`config.mk`:
```
export PLATFORM = sky130hd
export DESIGN_NAME = current_profile_seq
export DESIGN_NICKNAME = d
export VERILOG_FILES = /design/src/rtl/blaster_pkg.sv /design/src/rtl/profile_table.sv /design/src/rtl/current_profile_seq.sv
export SDC_FILE = /design/constraint.sdc
export NUM_CORES = 1
export LEC_CHECK = 0
export CAP_MARGIN = 20
export CORE_UTILIZATION = 54
export CTS_BUF_LIST = sky130_fd_sc_hd__clkbuf_16
export CTS_CLUSTER_SIZE = 30
export DETAILED_ROUTE_END_ITERATION = 8
export PLACE_DENSITY = 0.77
export SLEW_MARGIN = 15
export SYNTH_ARGS = -nofsm -noshare
export SYNTH_HDL_FRONTEND = slang
export SYNTH_SLANG_ARGS = --single-unit
```
`constraint.sdc`:
```
create_clock -name clk -period 4.3 [get_ports clk]
set_input_delay 0.645 -clock clk [delete_from_list [all_inputs] [get_ports clk]]
set_output_delay 0.645 -clock clk [all_outputs]
set_load 0.05 [all_outputs]
```
`src/rtl/blaster_pkg.sv`:
```
// Shared types for the current-profile sequencer: FSM state encoding and the
// profile segment record stored in the segment table.
package blaster_pkg;

  localparam int SEG_DUR_W = 32;

  typedef enum logic [1:0] {
    S_IDLE  = 2'd0,
    S_RUN   = 2'd1,
    S_DONE  = 2'd2,
    S_ABORT = 2'd3
  } state_t;

  typedef struct packed {
    logic [2:0]           iset;
    logic [SEG_DUR_W-1:0] dur;
  } seg_t;

  // Terminal strobe count of a segment; a zero duration still lasts one strobe.
  function automatic logic [SEG_DUR_W-1:0] last_count(input logic [SEG_DUR_W-1:0] dur);
    if (dur == SEG_DUR_W'(0)) begin
      last_count = SEG_DUR_W'(0);
    end else begin
      last_count = dur - SEG_DUR_W'(1);
    end
  endfunction

endpackage

```
`src/rtl/profile_table.sv`:
```
// Segment table for the current-profile sequencer: NSEG-entry register file
// with a synchronous write port and a combinational read port.
module profile_table
  import blaster_pkg::*;
#(
  parameter int NSEG = 4,
  localparam int AW  = $clog2(NSEG)
) (
  input  logic          clk,
  input  logic          reset,
  input  logic          wr_en,
  input  logic [AW-1:0] wr_addr,
  input  seg_t          wr_data,
  input  logic [AW-1:0] rd_addr,
  output seg_t          rd_data
);

  seg_t mem_r [NSEG];

  // Table storage; cleared on reset so no stale profile survives it.
  always_ff @(posedge clk or negedge reset) begin
    if (!reset) begin
      for (int i = 0; i < NSEG; i++) begin
        mem_r[i] <= '0;
      end
    end else if (wr_en) begin
      mem_r[wr_addr] <= wr_data;
    end
  end

  assign rd_data = mem_r[rd_addr];

endmodule

```
`src/rtl/current_profile_seq.sv`:
```
// Current-profile sequencer: steps the PWM current target through a table of
// {iset, duration} segments, timed in ADC strobes, with abort handling.
module current_profile_seq
  import blaster_pkg::*;
#(
  parameter int NSEG  = 4,
  parameter int DUR_W = 16,
  localparam int AW   = $clog2(NSEG),
  localparam int NW   = $clog2(NSEG) + 1
) (
  input  logic             clk,
  input  logic             reset,
  input  logic             ad_strobe,
  input  logic             start,
  input  logic             abort,
  input  logic [NW-1:0]    nseg,
  input  logic             seg_wr_en,
  input  logic [AW-1:0]    seg_wr_addr,
  input  logic [2:0]       seg_wr_iset,
  input  logic [DUR_W-1:0] seg_wr_dur,
  output logic [2:0]       iset,
  output logic             fire_en,
  output logic             busy,
  output logic             done,
  output logic             aborted,
  output logic [AW-1:0]    seg_idx
);

  state_t           state_r;
  logic [DUR_W-1:0] cnt_r;
  logic [AW-1:0]    seg_idx_r;
  logic [NW-1:0]    nseg_r;
  logic             fire_en_r;
  logic             busy_r;
  logic             done_r;
  logic             aborted_r;

  seg_t             rd_seg_s;
  seg_t             wr_seg_s;
  logic             tbl_wr_en_s;
  logic             seg_end_s;
  logic             last_seg_s;
  logic [NW-1:0]    nseg_clamp_s;

  profile_table #(.NSEG(NSEG)) u_table (
    .clk     (clk),
    .reset   (reset),
    .wr_en   (tbl_wr_en_s),
    .wr_addr (seg_wr_addr),
    .wr_data (wr_seg_s),
    .rd_addr (seg_idx_r),
    .rd_data (rd_seg_s)
  );

  // Table write gating, segment-end detection and nseg range clamp.
  always_comb begin
    tbl_wr_en_s   = seg_wr_en && (state_r == S_IDLE);
    wr_seg_s.iset = seg_wr_iset;
    wr_seg_s.dur  = SEG_DUR_W'(seg_wr_dur);
    seg_end_s     = ad_strobe && (SEG_DUR_W'(cnt_r) == last_count(rd_seg_s.dur));
    last_seg_s    = ({1'b0, seg_idx_r} == (nseg_r - NW'(1)));
    if (nseg > NW'(NSEG)) begin
      nseg_clamp_s = NW'(NSEG);
    end else begin
      nseg_clamp_s = nseg;
    end
  end

  // Sequencer FSM with registered status outputs; abort outranks segment end.
  always_ff @(posedge clk or negedge reset) begin
    if (!reset) begin
      state_r   <= S_IDLE;
      cnt_r     <= '0;
      seg_idx_r <= '0;
      nseg_r    <= '0;
      fire_en_r <= 1'b0;
      busy_r    <= 1'b0;
      done_r    <= 1'b0;
      aborted_r <= 1'b0;
    end else begin
      case (state_r)
        S_IDLE: begin
          if (start && !abort) begin
            cnt_r     <= '0;
            seg_idx_r <= '0;
            nseg_r    <= nseg_clamp_s;
            busy_r    <= 1'b1;
            if (nseg_clamp_s != NW'(0)) begin
              state_r   <= S_RUN;
              fire_en_r <= 1'b1;
            end else begin
              state_r <= S_DONE;
              done_r  <= 1'b1;
            end
          end
        end
        S_RUN: begin
          if (abort) begin
            state_r   <= S_ABORT;
            fire_en_r <= 1'b0;
            aborted_r <= 1'b1;
          end else if (seg_end_s) begin
            cnt_r <= '0;
            if (last_seg_s) begin
              state_r   <= S_DONE;
              fire_en_r <= 1'b0;
              done_r    <= 1'b1;
            end else begin
              seg_idx_r <= seg_idx_r + AW'(1);
            end
          end else if (ad_strobe) begin
            cnt_r <= cnt_r + DUR_W'(1);
          end
        end
        S_DONE: begin
          done_r <= 1'b0;
          if (abort) begin
            state_r   <= S_ABORT;
            aborted_r <= 1'b1;
          end else begin
            state_r <= S_IDLE;
            busy_r  <= 1'b0;
          end
        end
        S_ABORT: begin
          if (!abort) begin
            state_r   <= S_IDLE;
            aborted_r <= 1'b0;
            busy_r    <= 1'b0;
          end
        end
        default: begin
          state_r   <= S_IDLE;
          cnt_r     <= '0;
          seg_idx_r <= '0;
          fire_en_r <= 1'b0;
          busy_r    <= 1'b0;
          done_r    <= 1'b0;
          aborted_r <= 1'b0;
        end
      endcase
    end
  end

  assign iset    = (state_r == S_RUN) ? rd_seg_s.iset : 3'd0;
  assign fire_en = fire_en_r;
  assign busy    = busy_r;
  assign done    = done_r;
  assign aborted = aborted_r;
  assign seg_idx = seg_idx_r;

endmodule
```
# Word level (Yosys, flattened, before mapping)

Cells that the tools add are included.

ROM bits: 0
Memories kept: 0
Latch bits: 0
Register bits: 167
Bits in writable memories: 0
Output and inout port bits: 9

Mux-type cells: 44
$mul: 0
Bitwise gates (word level): 2
Divide/modulo/power cells: 0
Order comparisons: 4
Reductions and logical operators: 22
Eq/ne operators: 18
Add/sub/neg operators: 4
Shifts and indexed selects: 0

Operator list:

| kind                  | number |
|---|---|
| $bwmux 140            | 1 |
| $mux 35               | 3 |
| $bmux 35 s2           | 1 |
| $demux 35 s2          | 1 |
| $mux 16               | 4 |
| $eq 16x32->1          | 1 |
| $logic_not 32->1      | 1 |
| $mux 32               | 1 |
| $pmux 16 s2           | 1 |
| $sub 32x1->32 const B | 1 |
| $mux 2                | 11 |
| $add 16x1->16 const B | 1 |
| $ne 2x2->1 const B    | 7 |
| $mux 1                | 13 |
| $reduce_and 5->1      | 2 |
| $ne 3x3->1 const B    | 3 |
| $pmux 2 s4            | 1 |
| $reduce_and 4->1      | 2 |
| $ge 3x3->1 const B    | 2 |
| $mux 3                | 2 |
| $ne 2x1->1 const B    | 3 |
| $not 2->3             | 2 |
| $pmux 1 s2            | 3 |
| $reduce_and 3->1      | 2 |
| 17 further kinds      | 25 |

# Depth between registers and ports, before layout

Word-level depth: 11
Mapped depth: 18

# By module

A second synthesis with hierarchy kept.

Cell total of the unflattened synthesis: 671
Area total of the unflattened synthesis: 8705.8 um2

By module, submodules not included:

| module              | times used | cells an instance | area each (um2) | seq. area each (um2) |
|---|---|---|---|---|
| profile_table       | 1          | 339               | 6074.6          | 3503.4 |
| current_profile_seq | 1          | 332               | 2631.3          | 675.6 |

# Worst setup path before layout

Ideal clock, no wire load.

Path type: flip-flop to flip-flop
Start point: reg seg_idx_r[0], in the netlist seg_idx[0]
End point: reg cnt_r[4]
Arrival: 4725 ps
Path buffers: 4
Cell stages (with the launch flop): 18
Setup slack: -551 ps
Data required time: 4174 ps
Path through: dfrtp_1 buf_6 buf_6 buf_2 mux4_2 inv_1 ha_1 nor2b_1 nand3_1 a21oi_1 nand2_2 and3b_1 a2111o_1 or4_4 a2111oi_4 buf_6 nor2_1 a221o_1

Word-level cells in the longest chain between the ends: 11
Elaborated cells between the ends (all ways): 14
Classes of those cells: add/sub: 1; eq/ne: 2; mux: 7; bitwise: 1; reduce/logical: 3

Ends and longest elaborated chain:

| item                                              | RTL line                             | RTL |
|---|---|---|
| from (decl)                                       | current_profile_seq.sv:31            | `logic [AW-1:0] seg_idx_r;` |
| from (signal assigned)                            | current_profile_seq.sv:109           | `seg_idx_r <= seg_idx_r + AW'(1);` |
| $not 2->3 (not written as such) (*)               | profile_table.sv:31                  | `assign rd_data = mem_r[rd_addr];` |
| $bmux 35 s2 (*)                                   | profile_table.sv:31                  |  |
| $mux 35 (not written as such) (*) (2 in a row)    | profile_table.sv:31                  |  |
| $sub 32x1->32 or $logic_not 32->1 (tied branches) | blaster_pkg.sv:24, blaster_pkg.sv:21 |  |
| $mux 32 (*)                                       | blaster_pkg.sv:21                    | `if (dur == SEG_DUR_W'(0)) begin` |
| $eq 16x32->1 (*)                                  | current_profile_seq.sv:60            | `seg_end_s = ad_strobe && (SEG_DUR_W'(cnt_r) == last_count(rd_seg_s.dur));` |
| $logic_and 1x1->1 (*)                             | current_profile_seq.sv:60            |  |
| $mux 16                                           | current_profile_seq.sv:102           | `end else if (seg_end_s) begin` |
| $mux 16                                           | current_profile_seq.sv:98            | `if (abort) begin` |
| $pmux 16 s2                                       | current_profile_seq.sv:81            | `case (state_r)` |
| to (signal assigned)                              | current_profile_seq.sv:112           | `cnt_r <= cnt_r + DUR_W'(1);` |
| to (decl)                                         | current_profile_seq.sv:30            | `logic [DUR_W-1:0] cnt_r;` |

Every way passes the cells marked *; elsewhere a longest branch is shown, timed or not. The select of a mux whose other input is x is not followed.
A chain may end at the register's enable or synchronous reset.

# Worst setup path after layout

Start point: reg seg_idx_r[0], in the netlist seg_idx[0]
End point: reg seg_idx_r[0], in the netlist seg_idx[0]

Word-level cells in the longest chain between the ends: 10
Elaborated cells between the ends (all ways): 18
Classes of those cells: add/sub: 2; eq/ne: 4; mux: 8; bitwise: 1; reduce/logical: 3

Ends and longest elaborated chain:

| item                                              | RTL line |
|---|---|
| $not 2->3 (not written as such)                   | profile_table.sv:31 |
| $bmux 35 s2                                       | profile_table.sv:31 |
| $mux 35 (not written as such) (2 in a row)        | profile_table.sv:31 |
| $sub 32x1->32 or $logic_not 32->1 (tied branches) | blaster_pkg.sv:24, blaster_pkg.sv:21 |
| $mux 32                                           | blaster_pkg.sv:21 |
| $eq 16x32->1                                      | current_profile_seq.sv:60 |
| $logic_and 1x1->1                                 | current_profile_seq.sv:60 |
| $ne 2x2->1 (no source line)                       | - |
| $reduce_and 5->1 (no source line)                 | - |

Several ways; a longest one is shown, not always the timed one. The select of a mux whose other input is x is not followed.

==> results by group <==
Floorplanning
  – Core Area: 10,400 um2
  – Die width: 106 um
  – I/O pins: 39
  – Vert. Die Dim: 106 um
  – Die footprint: about 11,000 um2
  – Placement Rows: 37
  – Effective utilization at floorplan: 0.561

CTS
  – Root Buffer: clkbuf_16
  – Insertion delay of the later-clocked pin in the worst-skew pair: around 0.35 ns
  – Clock tree sinks: approximately 100
  – CTS HTree Levels: 3
  – TritonCTS Buffers: 9
  – CTS tree: built
  – Clock-pin transition on the worst setup and hold timing paths: around 0.070 ns
  – Clock Tree Buf Depth: 2

Detailed routing
  – Post-detailed-routing wire length: between 10,000 and 15,000 um
  – DR iter-0 viols: about 240
  – Number of remaining DRC errors: 0
  – Drt wl/cell: between 15 and 20 um
  – Number of search-and-repair iterations in the first detailed-routing pass: 5
  – Vias post-DR: approximately 4,200
  – Residual antenna-violating net count after detailed routing: 0
  – Number of vias per cell: 5.91

Worst setup path
  – Data arrival, critical path: 4.43 ns
  – Cell with the largest stage delay on the worst path: or4_4
  – Data required time at the worst endpoint: ~4.5 ns
  – Number of cells traversed by the worst register-to-register path: 14
  – R2r endpoint: seg_idx[0]
  – Slowest Stage Delay on Critical Path: 0.54 ns
  – Worst Path Max Fanout: 6
  – Register-to-register setup slack: approximately 0.11 ns
  – Chain of cells forming the critical path: buf_12 -> buf_4 -> mux4_2 -> or4_4 -> nand2b_1 -> buf_4 -> or3_1 -> xnor2_1 -> nor4b_1 -> a22oi_1 -> a2111oi_4 -> buf_6 -> a21oi_1 -> a221o_1
  – Worst Setup Start Kind: flop
  – Most used cell, CP: buf_4
  – Critical setup path kind: reg -> reg
  – Origin of the critical flop-to-flop path: seg_idx[0]
  – Critical path capture point type: flop

Global routing
  – Vias in the first global route: between 4,000 and 5,000
  – Total GRT Usage: 0.244
  – Global-route wire length before repair: between 20,000 and 25,000 um
  – Initial antenna violation count: 0
  – Pin count of the biggest net entering global routing: 73
  – Total congestion overflow after global routing: 0

Power
  – Cell-internal power: approximately 3.4 mW
  – Power density of the placed cells: 805 nW/um2
  – Reported leakage power: between 2 and 3 nW
  – Net Sw Frac: 0.393
  – Highest ir drop seen on vdd: 0.000452 V
  – Power Total: 5.63 mW
  – Logic pwr share: 0.551
  – Relative contribution of the clock network to total power: 0.149
  – Sequential share of power: 0.300
  – Net switching power of the design: between 2 and 2.5 mW

Synthesis
  – Synth Area per Inst: about 11 um2
  – Total number of yosys warnings: 0
  – Proportion of register bits with asynchronous set or reset after synthesis: 1.00
  – Biggest area consumer among synthesized cells: dfrtp_1
  – Synth Register Bits: around 100
  – Cell types occupying the most area after synthesis: dfrtp_1 44%, mux2_2 15%, mux4_2 7.4%
  – Post-synthesis cell type count: 60
  – Number of instances in the synthesized netlist: 508
  – Net count after synthesis: 547
  – Fraction of synthesized cell area taken by the top area cell type: 0.443
  – EDFF count, synth: 0
  – Sequential element share of the synthesized area: 0.443
  – Flip-flop cell with the highest count after synthesis: dfrtp_1
  – Post-Synthesis Cell Area: about 5800 um2

Timing
  – Setup slack after layout: roughly 0.11 ns
  – Slew @ Worst Pin: 0.937 ns
  – Maximum achievable frequency: approximately 240 MHz
  – Tcrit/Tclk final: 0.974
  – Finish-stage setup viols: 0
  – Number of pins with negative max-slew slack in the final report: 0
  – Clk_skew: between 0.008 and 0.009 ns
  – Final critical delay including setup and external delays: roughly 4.2 ns
  – TNS Setup: 0 ns
  – Total count of hold-check failures in the final report: 0
  – Max_slew headroom: 0.374

Placed design
  – Half-perimeter wire length after placement: ~9000 um
  – Number of buffers inserted by port buffering: 38
  – GPL Wtd Cong: 0.901
  – Post-place setup slack: -0.0687 ns

Layout
  – Area overhead of the layout relative to synthesis: 20.3%
  – Fraction of layout instances using a drive strength above 1: 0.309
  – Multi-input logic area: between 3000 and 4000 um2
  – Final-layout fill cell count: approximately 770
  – Fin nets: 616
  – Most frequent standard cell in the layout excluding fill and tap cells: dfrtp_1
  – Top library cells by usage in the layout, fill and taps aside: 101 x dfrtp_1, 79 x mux2_2, 39 x buf_4
  – Antenna diode count: 0
  – Sequential standard cell area: approximately 2600 um2

Run
  – Number of violations of the max-capacitance limit: 0

Hold path
  – Path type of the worst min-delay path: in -> async

Run status
  – Result of the run: finished clean
## through the flow
step           instance area, um2  utilization  instances  hold WS [ns]
6_report                     6990        0.674        718         0.420
3_3_place_gp                 6510        0.628        688         0.465
5_1_grt                      6990        0.674        718         0.495
2_1_floorplan                5840            -        508         0.349
4_1_cts                      6840        0.660        705         0.454
3_5_place_dp                 6510        0.628        688         0.479
## cell type report
cell class / instances / share of cell area
multi-input combinational: 362 / 0.446
sequential: 103 / 0.369
timing repair buffer: 82 / 0.107
clock buffer: 9 / 0.0322
tap: 136 / 0.0243
clock inverter: 7 / 0.0113
inverter: 19 / 0.0102
## state kept, by name, indices dropped and copies added (netlist names)
signal,cells
cnt_r,16
seg_idx,2
done,1
nseg_r,3
u_table.mem_r,76
busy,1
state_r,2
fire_en,1
aborted,1
## worst max-delay path by stage
stage / slack, ns / depth (start not counted) / end / startpoint
floorplan: -0.1 / 16 / cnt_r[3] / seg_idx[0]
global placement: 0.05 / 14 / seg_idx[1] / seg_idx[0]
detailed placement: -0.07 / 14 / seg_idx[1] / seg_idx[0]
CTS: 0.03 / 15 / seg_idx[0] / seg_idx[0]
global route: -0.01 / 15 / seg_idx[0] / seg_idx[0]
finish: 0.11 / 14 / seg_idx[0] / seg_idx[0]
## power groups by stage
stage | registers (mW) | logic, mW | clock network, mW
floorplan | 1.67 | 2.07 | 0
global placement | 1.68 | 2.76 | 0
detailed placement | 1.72 | 2.85 | 0
CTS | 1.69 | 2.91 | 0.854
global route | 1.75 | 3.34 | 0.893
finish | 1.69 | 3.10 | 0.840
## cell usage after synthesis (all sizes together), types with 3 or more instances
| cell type | n |
|---|---|
| o21ai | 15 |
| o31ai | 4 |
| nor2 | 24 |
| inv | 19 |
| nand2b | 9 |
| nand4 | 7 |
| buf | 6 |
| a21oi | 28 |
| nand3 | 14 |
| mux2i | 9 |
| nor3 | 13 |
| xnor2 | 15 |
| ha | 9 |
| mux2 | 79 |
| and2 | 5 |
| o211ai | 4 |
| nand2 | 35 |
| nor4 | 3 |
| or3 | 5 |
| nor2b | 5 |
| mux4 | 19 |
| clkbuf | 18 |
| or4 | 3 |
| and3 | 3 |
| dfrtp | 103 |
| xor2 | 12 |
| a211oi | 4 |
## per-layer routing
metal | GRT usage | wire (um)
met1 | 0.337 | 5840
met2 | 0.398 | 6440
met3 | 0.0507 | 555
met4 | 0.0536 | 88
met5 | 0 | 0
## critical path: cells and delay by family, from the launching register on
kind,cells,cell delay (ns)
flops,1,0.41
xor+xnor,1,0.20
compound gates,4,0.93
simple gates,4,1.44
buf+inv,4,0.63
mux,1,0.44
## logic make-up (layout without fill, tap and decap cells)
family                   count (synthesis)  count (layout)  share of synthesized area
buffers and inverters                   43             117                     0.0338
adder cells (fa/ha/maj)                  9               9                     0.0194
XOR/XNOR                                27              27                     0.0407
AND/OR/NAND/NOR                        139             139                      0.128
multiplexers                           107             107                      0.242
flip-flops                             103             103                      0.443
AO/OA/AOI/OAI                           80              80                     0.0928
## timing repair
item                                    4_1_cts  5_1_grt
hold buffers                                  0        0
resized for setup                             2       12
cloned                                        0        1
endpoints found under the setup margin        4       20
pin swaps                                     0       13
buffers inserted                              1       12
Note: power is estimated with default switching activity, not from simulation.
